### src/rtl/bcd_count_scan.sv
// bcd_count_scan: 4-digit BCD timer/counter with start/stop/clear run control,
// a prescaled count tick and a free-running time-multiplexed digit scan that
// feeds a single shared BCD-to-7-segment decoder.
//
// Optional feature (compile-time macro LEADING_ZERO_BLANK_EN):
//   defined   - leading zero digits (thousands..tens) are blanked via seg_en;
//               the units digit is always shown.
//   undefined - seg_en is held at 1 and no blanking logic exists.
//
// All state is synchronous to clk; rst is synchronous and active-high.

module bcd_count_scan #(
    parameter int TICK_DIV = 1000000,  // clk cycles per count step (>= 2)
    parameter int SCAN_DIV = 5000      // clk cycles per displayed digit (>= 2)
) (
    input  logic        clk,
    input  logic        rst,
    input  logic        start,
    input  logic        stop,
    input  logic        clear,
    input  logic        dir,
    output logic        bcd_a,
    output logic        bcd_b,
    output logic        bcd_c,
    output logic        bcd_d,
    output logic        seg_en,
    output logic [3:0]  dig_sel,
    output logic [15:0] count,
    output logic        running,
    output logic        wrap
);

    // ------------------------------------------------------------------
    // Derived widths and terminal values
    // ------------------------------------------------------------------
    localparam int PW = (TICK_DIV > 1) ? $clog2(TICK_DIV) : 1;
    localparam int SW = (SCAN_DIV > 1) ? $clog2(SCAN_DIV) : 1;

    localparam logic [PW-1:0] PRE_LAST  = PW'(TICK_DIV - 1);
    localparam logic [SW-1:0] SCAN_LAST = SW'(SCAN_DIV - 1);

    typedef enum logic [1:0] {
        ST_IDLE  = 2'd0,
        ST_RUN   = 2'd1,
        ST_PAUSE = 2'd2
    } state_t;

    // ------------------------------------------------------------------
    // BCD arithmetic helpers. A digit outside 0..9 can only appear after an
    // upset; it is steered back into the legal range on the next step.
    // ------------------------------------------------------------------
    function automatic logic [15:0] bcd_inc(input logic [15:0] v);
        logic [15:0] r;
        logic        carry;
        r     = v;
        carry = 1'b1;
        for (int i = 0; i < 4; i++) begin
            if (carry) begin
                if (r[4*i +: 4] >= 4'd9) begin
                    r[4*i +: 4] = 4'd0;
                    carry       = 1'b1;
                end else begin
                    r[4*i +: 4] = r[4*i +: 4] + 4'd1;
                    carry       = 1'b0;
                end
            end else begin
                carry = 1'b0;
            end
        end
        return r;
    endfunction

    function automatic logic [15:0] bcd_dec(input logic [15:0] v);
        logic [15:0] r;
        logic        borrow;
        r      = v;
        borrow = 1'b1;
        for (int i = 0; i < 4; i++) begin
            if (borrow) begin
                if (r[4*i +: 4] == 4'd0) begin
                    r[4*i +: 4] = 4'd9;
                    borrow      = 1'b1;
                end else if (r[4*i +: 4] > 4'd9) begin
                    r[4*i +: 4] = 4'd9;
                    borrow      = 1'b0;
                end else begin
                    r[4*i +: 4] = r[4*i +: 4] - 4'd1;
                    borrow      = 1'b0;
                end
            end else begin
                borrow = 1'b0;
            end
        end
        return r;
    endfunction

    // ------------------------------------------------------------------
    // Internal signals
    // ------------------------------------------------------------------
    state_t          state_r;
    state_t          state_nxt_s;
    logic            running_nxt_s;

    logic [PW-1:0]   pre_r;
    logic [PW-1:0]   pre_nxt_s;
    logic            tick_s;
    logic            step_s;

    logic [15:0]     count_r;
    logic [15:0]     count_nxt_s;
    logic            wrap_r;
    logic            wrap_nxt_s;
    logic            running_r;

    logic [SW-1:0]   scan_cnt_r;
    logic [1:0]      scan_idx_r;
    logic            scan_last_s;

    logic [3:0]      dig_sel_r;
    logic [3:0]      dig_sel_s;
    logic [3:0]      nib_r;
    logic [3:0]      nib_s;
    logic            seg_en_r;
    logic            seg_en_s;

    // ------------------------------------------------------------------
    // Run-control FSM
    // ------------------------------------------------------------------

    // FSM state register
    always_ff @(posedge clk) begin
        if (rst) begin
            state_r <= ST_IDLE;
        end else begin
            state_r <= state_nxt_s;
        end
    end

    // FSM next-state: clear beats stop beats start
    always_comb begin
        state_nxt_s = state_r;
        if (clear) begin
            state_nxt_s = ST_IDLE;
        end else begin
            case (state_r)
                ST_IDLE: begin
                    if (start) begin
                        state_nxt_s = ST_RUN;
                    end else begin
                        state_nxt_s = ST_IDLE;
                    end
                end
                ST_RUN: begin
                    if (stop) begin
                        state_nxt_s = ST_PAUSE;
                    end else begin
                        state_nxt_s = ST_RUN;
                    end
                end
                ST_PAUSE: begin
                    if (start) begin
                        state_nxt_s = ST_RUN;
                    end else begin
                        state_nxt_s = ST_PAUSE;
                    end
                end
                default: begin
                    state_nxt_s = ST_IDLE;
                end
            endcase
        end
    end

    // FSM outputs: running mirrors the state being entered so the register
    // that carries it is coincident with state_r
    always_comb begin
        running_nxt_s = 1'b0;
        case (state_nxt_s)
            ST_RUN:   running_nxt_s = 1'b1;
            ST_IDLE:  running_nxt_s = 1'b0;
            ST_PAUSE: running_nxt_s = 1'b0;
            default:  running_nxt_s = 1'b0;
        endcase
    end

    // ------------------------------------------------------------------
    // Prescaler and count datapath
    // ------------------------------------------------------------------

    // Tick generation and qualified count step
    always_comb begin
        tick_s = (state_r == ST_RUN) && (pre_r == PRE_LAST);
        step_s = tick_s && !clear && !stop;
    end

    // Prescaler next value: advances in RUN (including the stop cycle so a
    // resume finishes the partial period), holds in PAUSE, zero in IDLE
    always_comb begin
        pre_nxt_s = pre_r;
        if (clear) begin
            pre_nxt_s = '0;
        end else begin
            case (state_r)
                ST_RUN: begin
                    if (pre_r == PRE_LAST) begin
                        pre_nxt_s = '0;
                    end else begin
                        pre_nxt_s = pre_r + PW'(1);
                    end
                end
                ST_PAUSE: pre_nxt_s = pre_r;
                ST_IDLE:  pre_nxt_s = '0;
                default:  pre_nxt_s = '0;
            endcase
        end
    end

    // Count next value and roll-over detection
    always_comb begin
        count_nxt_s = count_r;
        wrap_nxt_s  = 1'b0;
        if (clear) begin
            count_nxt_s = 16'h0000;
            wrap_nxt_s  = 1'b0;
        end else if (step_s) begin
            if (dir) begin
                count_nxt_s = bcd_inc(count_r);
                wrap_nxt_s  = (count_r == 16'h9999);
            end else begin
                count_nxt_s = bcd_dec(count_r);
                wrap_nxt_s  = (count_r == 16'h0000);
            end
        end else begin
            count_nxt_s = count_r;
            wrap_nxt_s  = 1'b0;
        end
    end

    // Count, prescaler and status registers
    always_ff @(posedge clk) begin
        if (rst) begin
            pre_r     <= '0;
            count_r   <= 16'h0000;
            wrap_r    <= 1'b0;
            running_r <= 1'b0;
        end else begin
            pre_r     <= pre_nxt_s;
            count_r   <= count_nxt_s;
            wrap_r    <= wrap_nxt_s;
            running_r <= running_nxt_s;
        end
    end

    // ------------------------------------------------------------------
    // Display scan
    // ------------------------------------------------------------------

    // Scan terminal-count detect
    always_comb begin
        scan_last_s = (scan_cnt_r == SCAN_LAST);
    end

    // Free-running scan counter and digit index
    always_ff @(posedge clk) begin
        if (rst) begin
            scan_cnt_r <= '0;
            scan_idx_r <= 2'd0;
        end else begin
            if (scan_last_s) begin
                scan_cnt_r <= '0;
                scan_idx_r <= scan_idx_r + 2'd1;
            end else begin
                scan_cnt_r <= scan_cnt_r + SW'(1);
                scan_idx_r <= scan_idx_r;
            end
        end
    end

    // Select the nibble, digit strobe and blanking for the current index
    always_comb begin
        nib_s     = 4'd0;
        dig_sel_s = 4'b0001;
        seg_en_s  = 1'b1;
        case (scan_idx_r)
            2'd0: begin
                nib_s     = count_r[3:0];
                dig_sel_s = 4'b0001;
            end
            2'd1: begin
                nib_s     = count_r[7:4];
                dig_sel_s = 4'b0010;
            end
            2'd2: begin
                nib_s     = count_r[11:8];
                dig_sel_s = 4'b0100;
            end
            2'd3: begin
                nib_s     = count_r[15:12];
                dig_sel_s = 4'b1000;
            end
            default: begin
                nib_s     = count_r[3:0];
                dig_sel_s = 4'b0001;
            end
        endcase
`ifdef LEADING_ZERO_BLANK_EN
        // A digit is lit if it or any more-significant digit is non-zero
        case (scan_idx_r)
            2'd0:    seg_en_s = 1'b1;
            2'd1:    seg_en_s = |count_r[15:4];
            2'd2:    seg_en_s = |count_r[15:8];
            2'd3:    seg_en_s = |count_r[15:12];
            default: seg_en_s = 1'b1;
        endcase
`else
        seg_en_s = 1'b1;
`endif
    end

    // Display output registers: strobe, nibble and enable change together
    always_ff @(posedge clk) begin
        if (rst) begin
            dig_sel_r <= 4'b0001;
            nib_r     <= 4'd0;
            seg_en_r  <= 1'b1;
        end else begin
            dig_sel_r <= dig_sel_s;
            nib_r     <= nib_s;
            seg_en_r  <= seg_en_s;
        end
    end

    // ------------------------------------------------------------------
    // Output ports
    // ------------------------------------------------------------------
    assign bcd_a   = nib_r[3];
    assign bcd_b   = nib_r[2];
    assign bcd_c   = nib_r[1];
    assign bcd_d   = nib_r[0];
    assign seg_en  = seg_en_r;
    assign dig_sel = dig_sel_r;
    assign count   = count_r;
    assign running = running_r;
    assign wrap    = wrap_r;

endmodule

### config.mk
export PLATFORM = sky130hd
export DESIGN_NAME = bcd_count_scan
export DESIGN_NICKNAME = d
export VERILOG_FILES = /design/src/rtl/bcd_count_scan.sv
export SDC_FILE = /design/constraint.sdc
export NUM_CORES = 1
export LEC_CHECK = 0
export CAP_MARGIN = 20
export CORE_MARGIN = 4
export CORE_UTILIZATION = 50
export DETAILED_ROUTE_END_ITERATION = 12
export GPL_ROUTABILITY_DRIVEN = 0
export PLACE_DENSITY = 0.79
export SYNTH_ARGS = -nofsm -noshare
export SYNTH_HDL_FRONTEND = slang
export SYNTH_SLANG_ARGS = --single-unit
### constraint.sdc
create_clock -name clk -period 1.9 [get_ports clk]
set_clock_uncertainty 0.1 [all_clocks]
set_input_delay 0.285 -clock clk [delete_from_list [all_inputs] [get_ports clk]]
set_output_delay 0.285 -clock clk [all_outputs]
set_load 0.1 [all_outputs]
==> run metrics, run 1 <==
Tmin final ~2.0 ns; setup ws final -0.0739 ns; outcome complete, but fails checks; number of enable flip-flop cells after synthesis 0; critical path data arrival time 2.14 ns; sequential share of the synthesized area between 30% and 40%; Detail Placement HPWL about 7200 µm; drt drc 0; GRT Residual Overflow 0; post-DR wirelength/cell between 15 and 20 µm; Post-synth ARST share 0%; HP Class in -> reg; WL final roughly 10000 µm; Fill cells slightly below 600; Post-Synth XOR/XNOR Area under 10%; RSZ-0062 raised after global routing true; Final period util 104%; Reg2Reg Depth 9; post-synthesis simple-gate area fraction 29.4%; Final Util 67.7%; Die H 96.5 µm; delay-heaviest family, CP compound AO/OA/AOI/OAI gates; Commonest cells post-synth nor2_1, dfxtp_1, a21oi_1, nand2_1, ha_1; # setup viols final 7; final sum of negative setup slack -0.223 ns; static leakage around 2.1 nW; worst-path fanout max 4; core region area roughly 7700 µm²; largest net degree at the start of global routing 19; Reg clk slew, reported paths roughly 0.070 ns; hold depth 4; number of routed nets with antenna violations 0; violated checks setup timing; startpoint types register; largest family of logic cells by synthesized area simple AND/OR/NAND/NOR gates; port bufs 31; die area between 9000 and 10000 µm²; CTS buffer count 9; Mapped Avg Cell Area roughly 8.3 µm²; Max Clk Rate around 510 MHz; Max Cap Violations 0; synthesis warning total 0; adder-cell area share of the yosys netlist under 10%; antenna violations before repair 0; Post-Syn Area just under 4000 µm²; first drt pass iteration count 6; CP peak stage delay 0.38 ns; CP Depth 9; clock root buffer clkbuf_8; mux contribution to synthesized area 1.56%; Critical Path, Cell by Cell inv_4 -> buf_6 -> ha_4 -> or3b_4 -> nand4_1 -> a211oi_4 -> buf_4 -> a21oi_2 -> a311oi_2; layout cell share with drive strength beyond 1 a little under a third; pwr dens roughly 500 nW/µm²; Final Total Pwr between 2 and 3 mW; area leader, netlist dfxtp_1; Area Growth Syn to Fin 32.8%; Chip Width 96.5 µm; GRT Util Overall 22.4%; starting density of the core 51.0%; CTS sink cnt 63; Crit path buffers/inverters 3; Slew Limit Fails 0; CTS tree done; H-Tree Depth 3; post-synth cell types around 70; Synth area leaders dfxtp_1, ha_1, nor2_1; Slowest cell on crit path dfxtp_4; Fin Hold WS between 0.3 and 0.4 ns; cell with the most instances after synthesis nor2_1; clk buf depth 2; I/O pins 33; Hold Vio Cnt, Final 0; Skew-Pair Late Insertion Delay about 0.36 ns; NumNets Final 580; Vias around 3800; vias in the first global route between 3000 and 4000; # diodes 0; Synth Register Bits 63; number of DRC markers in iteration 0 310; Setup Slack @ Placement -0.379 ns; CP Capture Type register; Synth Flop Type dfxtp_1; worst setup path class reg -> reg; vias per cell between 5 and 6; global-route wire length before repair around 16000 µm; Synth top area share about a third; Compound-Gate Fraction of Synth Area around a fifth; Synth Instances approximately 470; syn nets ~500; Peak VDD IR 0.000473 V; row count 32; Data required, critical path 2.07 ns
==> report_power, final <==
group / internal [mW] / leakage [nW] / switching (mW)
sequential: 1.31 / 0.522 / 0.00626
combinational: 0.0618 / 1.44 / 0.0958
clock: 0.473 / 0.0898 / 0.584
==> final timing paths <==
check / startpoint / slack, ns / end
worst max-delay path: count[0]$_SDFFE_PP0P_ / -0.07 / count[8]$_SDFFE_PP0P_
worst min register to register: scan_cnt_r[0]$_SDFF_PP0_ / 0.35 / scan_cnt_r[0]$_SDFF_PP0_
worst max register to register: count[0]$_SDFFE_PP0P_ / -0.07 / count[8]$_SDFFE_PP0P_
worst min-delay path: stop / 0.31 / state_r[1]$_SDFF_PP0_
==> timing repair <==
action                                  4_1_cts  5_1_grt
endpoints found under the setup margin       11       29
buffers inserted                              4        5
gates resized for setup                       4       34
hold buffers                                  0        0
cloned                                        0        0
pin swaps                                     8       17
==> metrics by stage <==
stage | instances | area (µm²)
finish | 656 | 5200
global route | 656 | 5200
CTS | 651 | 5050
detailed placement | 631 | 4820
global placement | 631 | 4820
floorplan | 472 | 4030
==> cell families after synthesis <==
logic type | count (synthesis)
AOI/OAI and AO/OA | 113
xor gates and xnor gates | 16
adders and majority gates | 25
buffers and inverters | 41
DFF | 63
muxes | 6
other | 1
and+or+nand+nor | 207
==> worst register-to-register path: stages (launching register included) <==
cell and delay [ns]:
dfxtp_4 0.38, inv_4 0.05, buf_6 0.11, ha_4 0.15, or3b_4 0.27, nand4_1 0.15
a211oi_4 0.27, buf_4 0.16, a21oi_2 0.05, a311oi_2 0.21
==> layout by cell type (no fill, tap or decap), types with 4 or more instances in the layout <==
cell type,Yosys,final
a222oi_1,4,4
a22oi_1,5,4
or3_1,5,5
and3_1,6,5
nand4_1,10,10
xnor2_1,6,6
inv_1,17,11
ha_1,25,18
clkbuf_8,0,9
nand3_1,15,14
buf_4,4,63
nand4b_1,5,5
and2_1,6,5
nand2_1,37,36
nor2_1,69,69
a31oi_1,10,10
a21oi_2,0,5
o31ai_1,4,4
dfxtp_2,0,10
nand2b_1,8,8
a21oi_1,37,32
dfxtp_4,0,11
o21ai_0,14,13
a211oi_1,6,4
xor2_1,10,10
nor2b_1,8,8
a22o_1,7,7
buf_12,0,16
buf_6,4,5
ha_4,0,5
dfxtp_1,63,42
inv_4,0,5
mux2i_1,5,5
==> cell type report <==
type	count	area (µm²)	area share [%]
inverters	18	80.1	1.54
clock buffers	9	124	2.38
multi-input cells	368	2610	50.1
clock inverters	7	47.5	0.913
flip-flops and latches	63	1320	25.3
well taps	102	128	2.45
repair buffers	89	905	17.4
==> per-layer routing <==
metal / part of all wire [%] / vias to the layer above / GRT usage (%)
met5: 0 / - / 0
met4: 2.6 / 0 / 10.9
met3: 5.9 / 27 / 4.18
met2: 50 / 148 / 38.4
met1: 42 / 1771 / 26.9
li1: - / 1853 / -
==> state kept, by name, indices dropped and copies added, names as in the netlist <==
name,count
pre_r,20
count,16
scan_cnt_r,13
dig_sel,4
nib_r,4
scan_idx_r,2
state_r,2
running,1
wrap,1
No activity file was read; power rests on OpenSTA's default activity.
==> run 2: changes to the inputs <==
Settings changed: GPL_ROUTABILITY_DRIVEN 0 to unset, PLACE_DENSITY 0.79 to 0.77.
==> run metrics, run 2 (synthesis gave the netlist of run 1 again) <==
violated checks setup timing; Vias roughly 3800; Max Cap Violations 0; Max Clk Rate around 520 MHz; NumNets Final approximately 580; area of the multi-input gates 2610 µm²; RSZ-0062 raised after global routing true; critical path data arrival time around 2.1 ns; CTS sink cnt between 60 and 70; Slew Limit Fails 0; Critical Path Source count[1]$_SDFFE_PP0P_; HP Class reg -> reg; drt drc 0; Skew-Pair Late Insertion Delay 0.36 ns; port bufs 31; most frequent cells in the layout nor2_1, buf_4, dfxtp_1; # setup viols final 2; Hold Vio Cnt, Final 0; post-DR wirelength/cell about 16 µm; H-Tree Depth 3; CTS tree done; WL final around 10000 µm; metal2 WL 5250 µm; Top Layer Used met4; layout cell share with drive strength beyond 1 31.1%; Most flops, register pre_r; die area 9320 µm²; Detail Placement HPWL 7400 µm; Final Total Pwr approximately 2.7 mW; WL met3 a little under 600 µm; outcome complete, but fails checks; Peak VDD IR approximately 0.00058 V; number of routed nets with antenna violations 0; Die H just under 100 µm; static leakage 2.06 nW; Reg clk slew, reported paths roughly 0.070 ns; CTS Hold Bufs 0; # diodes 0; core region area about 7700 µm²; Final period util 100%; clock root buffer clkbuf_8; Final Util around two thirds; first drt pass iteration count 5; Tmin final between 1.5 and 2 ns; R2R Path Start count[1]$_SDFFE_PP0P_; global-route wire length before repair ~17000 µm; largest net degree at the start of global routing 15; CTS buffer count 9; worst setup path class reg -> reg; starting density of the core just over 50%; GRT Util Overall a little under a quarter; Data required, critical path between 2 and 2.5 ns; vias in the first global route around 3600; register area roughly 1300 µm²; worst-path fanout max 6; leading cell type in the layout, fill and taps excluded nor2_1; Chip Width approximately 97 µm; startpoint types register; number of DRC markers in iteration 0 between 200 and 250; max FFs per register 20; antenna violations before repair 0; row count 32; final sum of negative setup slack -0.0152 ns; I/O pins 33; wl on met1 4320 µm; Worst Hold Launch scan_cnt_r[0]$_SDFF_PP0_; clk buf depth 2; Fill cells about 610; setup ws final -0.00916 ns; global placer's final weighted congestion 0.940; vias per cell about 5.8; CP Capture Type register; pwr dens roughly 530 nW/µm²; Area Growth Syn to Fin 33.4%; GRT Residual Overflow 0
[run 2: what timing repair did]
action | in CTS | in global routing
resized for setup | 12 | 22
setup endpoints to repair | 16 | 23
pin swaps | 5 | 18
cloned | 1 | 0
setup buffers | 2 | 4
[run 2: path summary, 6_finish.rpt]
check        slack (ns)  cells past startpoint                        to
max              -0.009                      8    count[15]$_SDFFE_PP0P_
max reg2reg      -0.009                      8    count[15]$_SDFFE_PP0P_
min                0.36                      1  scan_cnt_r[0]$_SDFF_PP0_
min reg2reg        0.36                      1  scan_cnt_r[0]$_SDFF_PP0_
[run 2: routing by layer]
layer / track usage (%) / vias up
met1: 27.1 / 1807
met3: 4.03 / 26
met5: 0 / -
li1: - / 1859
met4: 10.7 / 0
met2: 40.1 / 136
[run 2: critical path, stage by stage, from the launching register on]
cell      delay [ns]
dfxtp_4         0.36
inv_6           0.07
ha_4            0.14
nor4b_4         0.20
buf_4           0.16
nand4_1         0.14
a22oi_2         0.32
a21oi_1         0.11
a211oi_1        0.21
[run 2: per-stage QoR]
step,instance area [µm²],cells,hold WS [ns],setup slack (ns)
6_report,5230,655,0.361,-0.00916
5_1_grt,5230,655,0.388,-0.105
3_5_place_dp,4840,633,0.347,-0.327
3_3_place_gp,4840,633,0.327,-0.231
2_1_floorplan,4030,472,0.257,-0.0814
4_1_cts,5120,652,0.365,0.000498
[run 2: final cells by class]
| cell class | instances | area share [%] |
|---|---|---|
| flip-flops and latches | 63 | 25.1 |
| well taps | 102 | 2.44 |
| repair buffers | 88 | 16.9 |
| clock inverters | 6 | 1.22 |
| clock buffers | 10 | 2.85 |
| inverters | 18 | 1.53 |
| multi-input cells | 368 | 49.9 |
[run 2: power breakdown]
part,total (mW),switching [mW],internal [mW]
logic,0.160,0.0961,0.0637
registers,1.32,0.00700,1.31
clock network,1.27,0.582,0.689
total,2.75,0.685,2.06
